[src/rtl/systolic_fp_int_array.sv]
// systolic_fp_int_array: NxN output-stationary FP16 x bit-serial INT MAC array; ports: clk, rst (async high), active, precision, act_in[N], w_in[N], exp_set -> done, exp_out[N*N], acc_out[N*N]
module systolic_fp_int_array #(
  parameter int ACT_WIDTH = 16,
  parameter int ACC_WIDTH = 32,
  parameter int N = 2
) (
  input  logic clk,
  input  logic rst,
  input  logic active,
  input  logic [3:0] precision,
  input  logic [ACT_WIDTH-1:0] act_in [N],
  input  logic w_in [N],
  input  logic [4:0] exp_set,
  output logic done,
  output logic [4:0] exp_out [N*N],
  output logic signed [ACC_WIDTH-1:0] acc_out [N*N]
);
  logic [ACT_WIDTH-1:0] a_sk [N];
  logic w_sk [N];
  logic v_sk [N];
  logic [ACT_WIDTH-1:0] a_g [N][N];
  logic w_g [N][N];
  logic v_g [N][N];
  logic last_vq, vq_d, act_d;
  logic [3:0] p, pm1;
  assign p = (precision == 4'd0) ? 4'd1 : precision;
  assign pm1 = p - 4'd1;
  // Skew: row i activations and column i weight/valid are delayed by i cycles.
  for (genvar i = 0; i < N; i++) begin : g_sk
    if (i == 0) begin : g_z
      assign a_sk[i] = act_in[i];
      assign w_sk[i] = w_in[i];
      assign v_sk[i] = active;
    end else begin : g_d
      logic [ACT_WIDTH-1:0] a_d [i];
      logic w_d [i];
      logic v_d [i];
      always_ff @(posedge clk or posedge rst)
        if (rst) begin
          for (int d = 0; d < i; d++) begin
            a_d[d] <= '0;
            w_d[d] <= 1'b0;
            v_d[d] <= 1'b0;
          end
        end else begin
          a_d[0] <= act_in[i];
          w_d[0] <= w_in[i];
          v_d[0] <= active;
          for (int d = 1; d < i; d++) begin
            a_d[d] <= a_d[d-1];
            w_d[d] <= w_d[d-1];
            v_d[d] <= v_d[d-1];
          end
        end
      assign a_sk[i] = a_d[i-1];
      assign w_sk[i] = w_d[i-1];
      assign v_sk[i] = v_d[i-1];
    end
  end
  for (genvar i = 0; i < N; i++) begin : g_r
    for (genvar j = 0; j < N; j++) begin : g_c
      logic [ACT_WIDTH-1:0] a_r, a_src;
      logic w_r, v_r, v_q, w_src, v_src, start;
      logic [3:0] k, kk;
      logic [4:0] e_q, es, eff;
      logic [6:0] s;
      logic [ACC_WIDTH-1:0] acc, m, mag, al, pp;
      if (j == 0) begin : g_al
        assign a_src = a_sk[i];
      end else begin : g_an
        assign a_src = a_g[i][j-1];
      end
      if (i == 0) begin : g_wt
        assign w_src = w_sk[j];
        assign v_src = v_sk[j];
      end else begin : g_wn
        assign w_src = w_g[i-1][j];
        assign v_src = v_g[i-1][j];
      end
      // A pass starts on the first valid cycle after an idle one.
      always_comb begin
        start = v_r & ~v_q;
        kk = start ? 4'd0 : k;
        es = start ? exp_set : e_q;
        eff = (a_r[14:10] == 5'd0) ? 5'd1 : a_r[14:10];
        s = {2'b0, eff} - {2'b0, es};
        m = ACC_WIDTH'({a_r[14:10] != 5'd0, a_r[9:0]});
        mag = s[6] ? m >> 6'(-s) : m << s[5:0];
        al = a_r[15] ? -mag : mag;
        pp = !w_r ? '0 : (kk == pm1) ? -(al << kk) : al << kk;
      end
      always_ff @(posedge clk or posedge rst)
        if (rst) begin
          a_r <= '0;
          w_r <= 1'b0;
          v_r <= 1'b0;
          v_q <= 1'b0;
          k <= 4'd0;
          e_q <= 5'd0;
          acc <= '0;
        end else begin
          a_r <= a_src;
          w_r <= w_src;
          v_r <= v_src;
          v_q <= v_r;
          if (v_r) begin
            acc <= start ? pp : acc + pp;
            k <= (kk == pm1) ? 4'd0 : kk + 4'd1;
            e_q <= es;
          end
        end
      assign a_g[i][j] = a_r;
      assign w_g[i][j] = w_r;
      assign v_g[i][j] = v_r;
      assign acc_out[i*N+j] = acc;
      assign exp_out[i*N+j] = e_q;
      if (i == N-1 && j == N-1) begin : g_last
        assign last_vq = v_q;
      end
    end
  end
  // done follows the fall of the last PE's processed valid by one cycle.
  always_ff @(posedge clk or posedge rst)
    if (rst) begin
      act_d <= 1'b0;
      vq_d <= 1'b0;
      done <= 1'b0;
    end else begin
      act_d <= active;
      vq_d <= last_vq;
      done <= (active & ~act_d) ? 1'b0 : (done | (vq_d & ~last_vq));
    end
endmodule

[config.mk]
export PLATFORM = sky130hd
export DESIGN_NAME = systolic_fp_int_array
export DESIGN_NICKNAME = d
export VERILOG_FILES = /design/src/rtl/systolic_fp_int_array.sv
export SDC_FILE = /design/constraint.sdc
export NUM_CORES = 2
export LEC_CHECK = 0
export CAP_MARGIN = 10
export CORE_ASPECT_RATIO = 1.1
export CORE_MARGIN = 4
export CORE_UTILIZATION = 55
export DETAILED_ROUTE_END_ITERATION = 8
export GPL_TIMING_DRIVEN = 0
export PLACE_DENSITY = 0.74
export SYNTH_ARGS = -nofsm -noshare
export SYNTH_HDL_FRONTEND = slang
export SYNTH_SLANG_ARGS = --single-unit
[constraint.sdc]
create_clock -name clk -period 12.6 [get_ports clk]
set_clock_uncertainty 0.05 [all_clocks]
set_input_delay 1.89 -clock clk [delete_from_list [all_inputs] [get_ports clk]]
set_output_delay 1.89 -clock clk [all_outputs]
set_load 0.01 [all_outputs]
# After elaboration in Yosys (flattened, before gate mapping)
# Cells that the tools add are included.
totals:
  output_inout_bits: 149
  regBits: 255
op_classes:
  n_addsub: 25
  muxes: 38
  n_eq_ne: 4
  shift: 12
  reduce_logical: 9
  n_bitwise: 10
ops:
  columns: ["op", "n"]
  rows:
  - ["$mux W32", 20]
  - ["$neg A32 Y32", 8]
  - ["$add A32 B32 Y32", 4]
  - ["$shl A11 B6 Y32", 4]
  - ["$shl A32 B4 Y32", 4]
  - ["$shr A11 B6 Y32", 4]
  - ["$mux W5", 8]
  - ["$mux W4", 9]
  - ["$neg A6 Y6", 4]
  - ["$sub A5 B5 Y6", 4]
  - ["$logic_not A5 Y1", 4]
  - ["$reduce_bool A5 Y1", 4]
  - ["$add A4 B1 Y4 const B", 4]
  - ["$eq A4 B4 Y1", 4]
  - ["$and A1 B1 Y1", 5]
  - ["$logic_not A4 Y1", 1]
  - ["$not A1 Y1", 4]
  - ["$sub A4 B1 Y4 const B", 1]
  - ["$mux W1", 1]
  - ["$or A1 B1 Y1", 1]

# Depth between registers and ports, before layout
depth:
  depth_word: 15
  ltp_mapped: 56

# Worst setup path after synthesis
# OpenSTA, ideal clock, no wires.
synth_timing:
  path_kind: "in2reg"
  from: "in exp_set[0]"
  to: "reg g_r[1].g_c[0].acc[31]"
  t_arrival_ps: 11025
  setup_ps: 124
  stages: 47
  n_path_buf: 5
  setup_slack_ps: 1402
  path_cell_list: "nand2_1 -> nand2_1 -> ha_1 -> inv_1 -> fa_1 -> buf_4 -> buf_4 -> inv_1 -> ha_1 -> clkbuf_1 -> nor2_1 -> a221oi_1 -> a21bo_2 -> a32o_1 -> and2_1 -> clkbuf_1 -> inv_2 -> ha_1 -> [... 11 more ...] -> xnor2_1 -> nor2_1 -> ha_1 -> and3_1 -> a21oi_1 -> o21ai_0 -> o41a_1 -> a41o_1 -> o41ai_1 -> o211ai_1 -> o31ai_1 -> a21oi_1 -> a21o_1 -> a21oi_1 -> o21ai_0 -> a21oi_1 -> o32ai_1 -> o21bai_1"
synth_between:
  elab_chain_cells: 13
  word_cells_on_any_way: 14
  classes_between: "add/sub (5); shift (3); mux (6)"
synth_rtl:
  columns: ["element", "line", "source"]
  rows:
  - ["start: declaration", "13", "input logic [4:0] exp_set,"]
  - ["$mux W5 *", "84", "es = start ? exp_set : e_q;"]
  - ["net g_r[1].g_c[0].es[0]", "65", "logic [4:0] e_q, es, eff;"]
  - ["$sub A5 B5 Y6 *", "86", "s = {2'b0, eff} - {2'b0, es};"]
  - ["$neg A6 Y6", "88", "mag = s[6] ? m >> 6'(-s) : m << s[5:0];"]
  - ["$shr A11 B6 Y32", "88", null]
  - ["$mux W32 *", "88", null]
  - ["$neg A32 Y32", "89", "al = a_r[15] ? -mag : mag;"]
  - ["$mux W32 *", "89", null]
  - ["$shl A32 B4 Y32 *", "90", "pp = !w_r ? '0 : (kk == pm1) ? -(al << kk) : al << kk;"]
  - ["$neg A32 Y32", "90", null]
  - ["$mux W32 * (2 in series)", "90", null]
  - ["$add A32 B32 Y32", "107", "acc <= start ? pp : acc + pp;"]
  - ["$mux W32 *", "107", null]
  - ["end signal: assignment", "107", null]
  - ["end: declaration", "67", "logic [ACC_WIDTH-1:0] acc, m, mag, al, pp;"]
# The timed path passes the listed nets; every way through them passes the cells marked *.
# A chain may end at the register's enable or synchronous reset.

# Worst setup path after layout
# Ends and elaborated chain as after synthesis.

==> flow_metrics.env <==
export IMPL_status="finished with violations"
export IMPL_violations="DRC"
export IMPL_syn_inst=5608
export IMPL_crit_required_ns=13.01
export IMPL_worstMarginPinSlew_ns=1.34
export IMPL_finalHoldViolations=0
export IMPL_die_x_um=267
export IMPL_firstDrtPassIters=9
export IMPL_gp_congestion=1.10
export IMPL_synth_fp_nets=5823
export IMPL_swShare=0.570
export IMPL_areaGrowthSynthToFinish_pct=12.2
export IMPL_cts_made_buffers=34
export IMPL_synth_area_leader_cell="dfrtp_1"
export IMPL_numPortBuffers=194
export IMPL_fin_hold_ws_ns=0.298
export IMPL_cp_arrival_ns=12.71
export IMPL_grt_pass1_vias=44848
export IMPL_placed_cells=6760
export IMPL_cp_start_kind="primary input"
export IMPL_cts_sinks=255
export IMPL_cts_buffer_depth=3
export IMPL_fin_nets=6062
export IMPL_clockPowerShare=0.070
export IMPL_htreeDepth=2
export IMPL_drc_errors=2
export IMPL_hp_class="flop to flop"
export IMPL_layout_common_cells="nor2_1 (622), nand2_1 (581), a21oi_1 (425)"
export IMPL_crit_type="primary input to flop"
export IMPL_dpl_hpwl_mm=131
export IMPL_drv_slew=0
export IMPL_cellLeakagePower_uw=0.0185
export IMPL_routed_wl_mm=169
export IMPL_min_period_ns=12.30
export IMPL_slew_headroom=0.103
export IMPL_power_switching_uw=8350
export IMPL_layout_commonest_cell="nor2_1"
export IMPL_cap_violations=0
export IMPL_syn_avg_cell_area_um2=7.25
export IMPL_n_fill_cell=6874
export IMPL_p_int_uw=6300
export IMPL_grt_max_degree=119
export IMPL_seq_area_frac_synth=0.157
export IMPL_synth_edff_count=0
export IMPL_dp_worst_setup_slack_ns=-2.53
export IMPL_root_buffer="clkbuf_16"
export IMPL_vias=48381
export IMPL_clk_pin_slew_ns=0.06
export IMPL_clock_latency_ns=0.57
export IMPL_worst_path_max_fanout=10
export IMPL_fp_dieH_um=293
export IMPL_postLayoutCellArea_um2=45600
export IMPL_yosys_warnings=0
export IMPL_p_per_area_nw_per_um2=321
export IMPL_synth_area_um2=40600
export IMPL_synth_main_ff_cell="dfrtp_1"
export IMPL_ys_seq_elements=255
export IMPL_grt_overflow_total=0
export IMPL_place_area_um2=43900
export IMPL_drive_above_1_share=0.0841
export IMPL_grt_util_all_layers=0.408
export IMPL_dr_first_iter_drc_count=6476
export IMPL_rows=104
export IMPL_slowest_delay_ns=0.60
export IMPL_postLayoutSetupSlackWorst_ns=0.302
export IMPL_routedWlPerCell_um=24.8
export IMPL_tritoncts="done"
export IMPL_setup_viol=0
export IMPL_netlist_top_cells_area="dfrtp_1 (16%), nor2_1 (5.8%), nand2_1 (5.4%), a21oi_1 (5.3%), ha_1 (5.0%)"
export IMPL_final_instance_count_excl_fill=6827
export IMPL_dieArea_um2=78300
export IMPL_synthDistinctLibCells=131
export IMPL_pwr_share_comb=0.836
export IMPL_pwr_share_seq=0.093
export IMPL_post_route_period_util=0.976
export IMPL_start_util=0.555
export IMPL_antenna_found_initial=3
export IMPL_grt_pass1_wl_mm=257
export IMPL_async_reset_ff_frac=1.00
export IMPL_avgViaCountPerCell=7.09
export IMPL_drtAntennaViolNets=0
export IMPL_io_pins=195
export IMPL_worst_path_max_delay_cell="fa_2"
export IMPL_yosys_area_top_type_share=0.157
export IMPL_irDropWorstVdd_uv=224
export IMPL_core_area_um2=73300
export IMPL_fmax_mhz=81.3
export IMPL_power_uw=14600
export IMPL_crit_path_end_kind="flop"
==> sequential cells by signal, summed over array words and instances (netlist names) <==
register / cells
g_r.g_c.acc: 128
g_r.g_c.k: 16
done: 1
act_d: 1
g_r.g_c.w_src: 1
g_r.g_c.a_src: 16
vq_d: 1
g_r.g_c.a_r: 64
g_r.g_c.w_r: 4
g_r.g_c.v_q: 1
g_r.g_c.v_r: 2
g_r.g_c.e_q: 20
==> critical path, delay by kind of cell <==
kind	cells	cell delay [ns]
compound gates	21	5.18
simple gates	9	1.81
fa+ha+maj	5	1.61
buf+inv	7	1.57
xor+xnor	2	0.53
mux	1	0.12
==> per-stage QoR <==
| stage | TNS, ns | util |
|---|---|---|
| 2_1_floorplan | 0 | - |
| 3_5_place_dp | -36.55 | 0.599 |
| 4_1_cts | 0 | 0.617 |
| 5_1_grt | -0.0993 | 0.622 |
| 6_report | 0 | 0.622 |
| 3_3_place_gp | -79.88 | 0.598 |
==> cell usage after synthesis, types with 20 or more instances <==
| cell | number |
|---|---|
| nor3_1 | 191 |
| nand2_1 | 582 |
| a211o_1 | 35 |
| nand4_1 | 59 |
| o21a_1 | 57 |
| a21o_1 | 81 |
| nand3_1 | 204 |
| o41ai_1 | 32 |
| ha_1 | 161 |
| or3_1 | 68 |
| o21ai_0 | 296 |
| a211oi_1 | 99 |
| and3_1 | 77 |
| and2_1 | 109 |
| clkbuf_1 | 252 |
| a21oi_1 | 432 |
| o221ai_1 | 24 |
| a221oi_1 | 28 |
| o21ai_1 | 20 |
| buf_1 | 42 |
| o22ai_1 | 36 |
| xnor2_1 | 199 |
| a2bb2oi_1 | 21 |
| a41oi_1 | 26 |
| buf_2 | 56 |
| o31ai_1 | 61 |
| mux2_2 | 60 |
| a22oi_1 | 48 |
| inv_1 | 131 |
| a311oi_1 | 20 |
| mux2i_1 | 193 |
| nor2_1 | 627 |
| xor2_1 | 89 |
| mux4_2 | 38 |
| or2_2 | 37 |
| nor2b_1 | 53 |
| nor4_1 | 44 |
| o211ai_1 | 76 |
| nand2b_1 | 59 |
| a31oi_1 | 98 |
| a32oi_1 | 22 |
| dfrtp_1 | 255 |
==> cell type report <==
type	count	area [um^2]	share of cell area
repair buffers	211	2110	0.0462
multi-input cells	4850	32700	0.718
well taps	954	1190	0.0262
plain buffers	357	1510	0.0332
clock inverters	12	145	0.00318
inverters	138	531	0.0116
flip-flops and latches	255	6380	0.140
clock buffers	48	1000	0.0220
diodes	2	5.00	0.000110
==> metal layers <==
layer / vias to the layer above / part of all wire / global-route usage
met5: - / 0.000077 / 0
met4: 2 / 0.072 / 0.240
met3: 729 / 0.10 / 0.0690
met2: 3145 / 0.45 / 0.658
met1: 22857 / 0.38 / 0.513
li1: 21648 / - / -
==> cells by family (layout without fill, tap and decap cells) <==
| group | after synthesis | in the layout | synth area share |
|---|---|---|---|
| other | 0 | 2 | 0 |
| AO/OA/AOI/OAI | 1853 | 1853 | 0.318 |
| AND/OR/NAND/NOR | 2237 | 2237 | 0.268 |
| adder cells (fa/ha/maj) | 169 | 169 | 0.0535 |
| XOR/XNOR | 298 | 298 | 0.0675 |
| buffers and inverters | 503 | 766 | 0.0498 |
| flip-flops | 255 | 255 | 0.157 |
| multiplexers | 293 | 293 | 0.0858 |
==> power groups by stage <==
stage	Sequential (uW)	Combinational, uW	Clock, uW
2_1_floorplan	1350	8390	0
5_1_grt	1390	13100	1070
4_1_cts	1360	11600	1040
3_5_place_dp	1370	11500	0
6_report	1370	12200	1030
3_3_place_gp	1360	11400	0
==> path summary, 6_finish.rpt <==
kind	start	end	slack [ns]	cells past startpoint
worst max register to register	g_r[1].g_c[1].v_r	g_r[1].g_c[0].acc[31]	0.33	49
worst min register to register	g_r[1].g_c[0].a_src[9]	g_r[1].g_c[0].a_r[9]	0.30	0
min in group asynchronous	rst	g_r[0].g_c[0].a_r[15]	1.65	2
max in group asynchronous	rst	g_r[0].g_c[0].acc[10]	9.89	3
worst min-delay path	g_r[1].g_c[0].a_src[9]	g_r[1].g_c[0].a_r[9]	0.30	0
worst max-delay path	exp_set[0]	g_r[1].g_c[0].acc[31]	0.30	45
==> repair_timing <==
| action | 4_1_cts | 5_1_grt |
|---|---|---|
| hold buffers | 0 | 0 |
| pin swaps | 2 | 13 |
| endpoints found under the setup margin | 41 | 28 |
| buffers inserted | 1 | 10 |
| resized for setup | 44 | 86 |
Note: power is estimated with default switching activity, not from simulation.
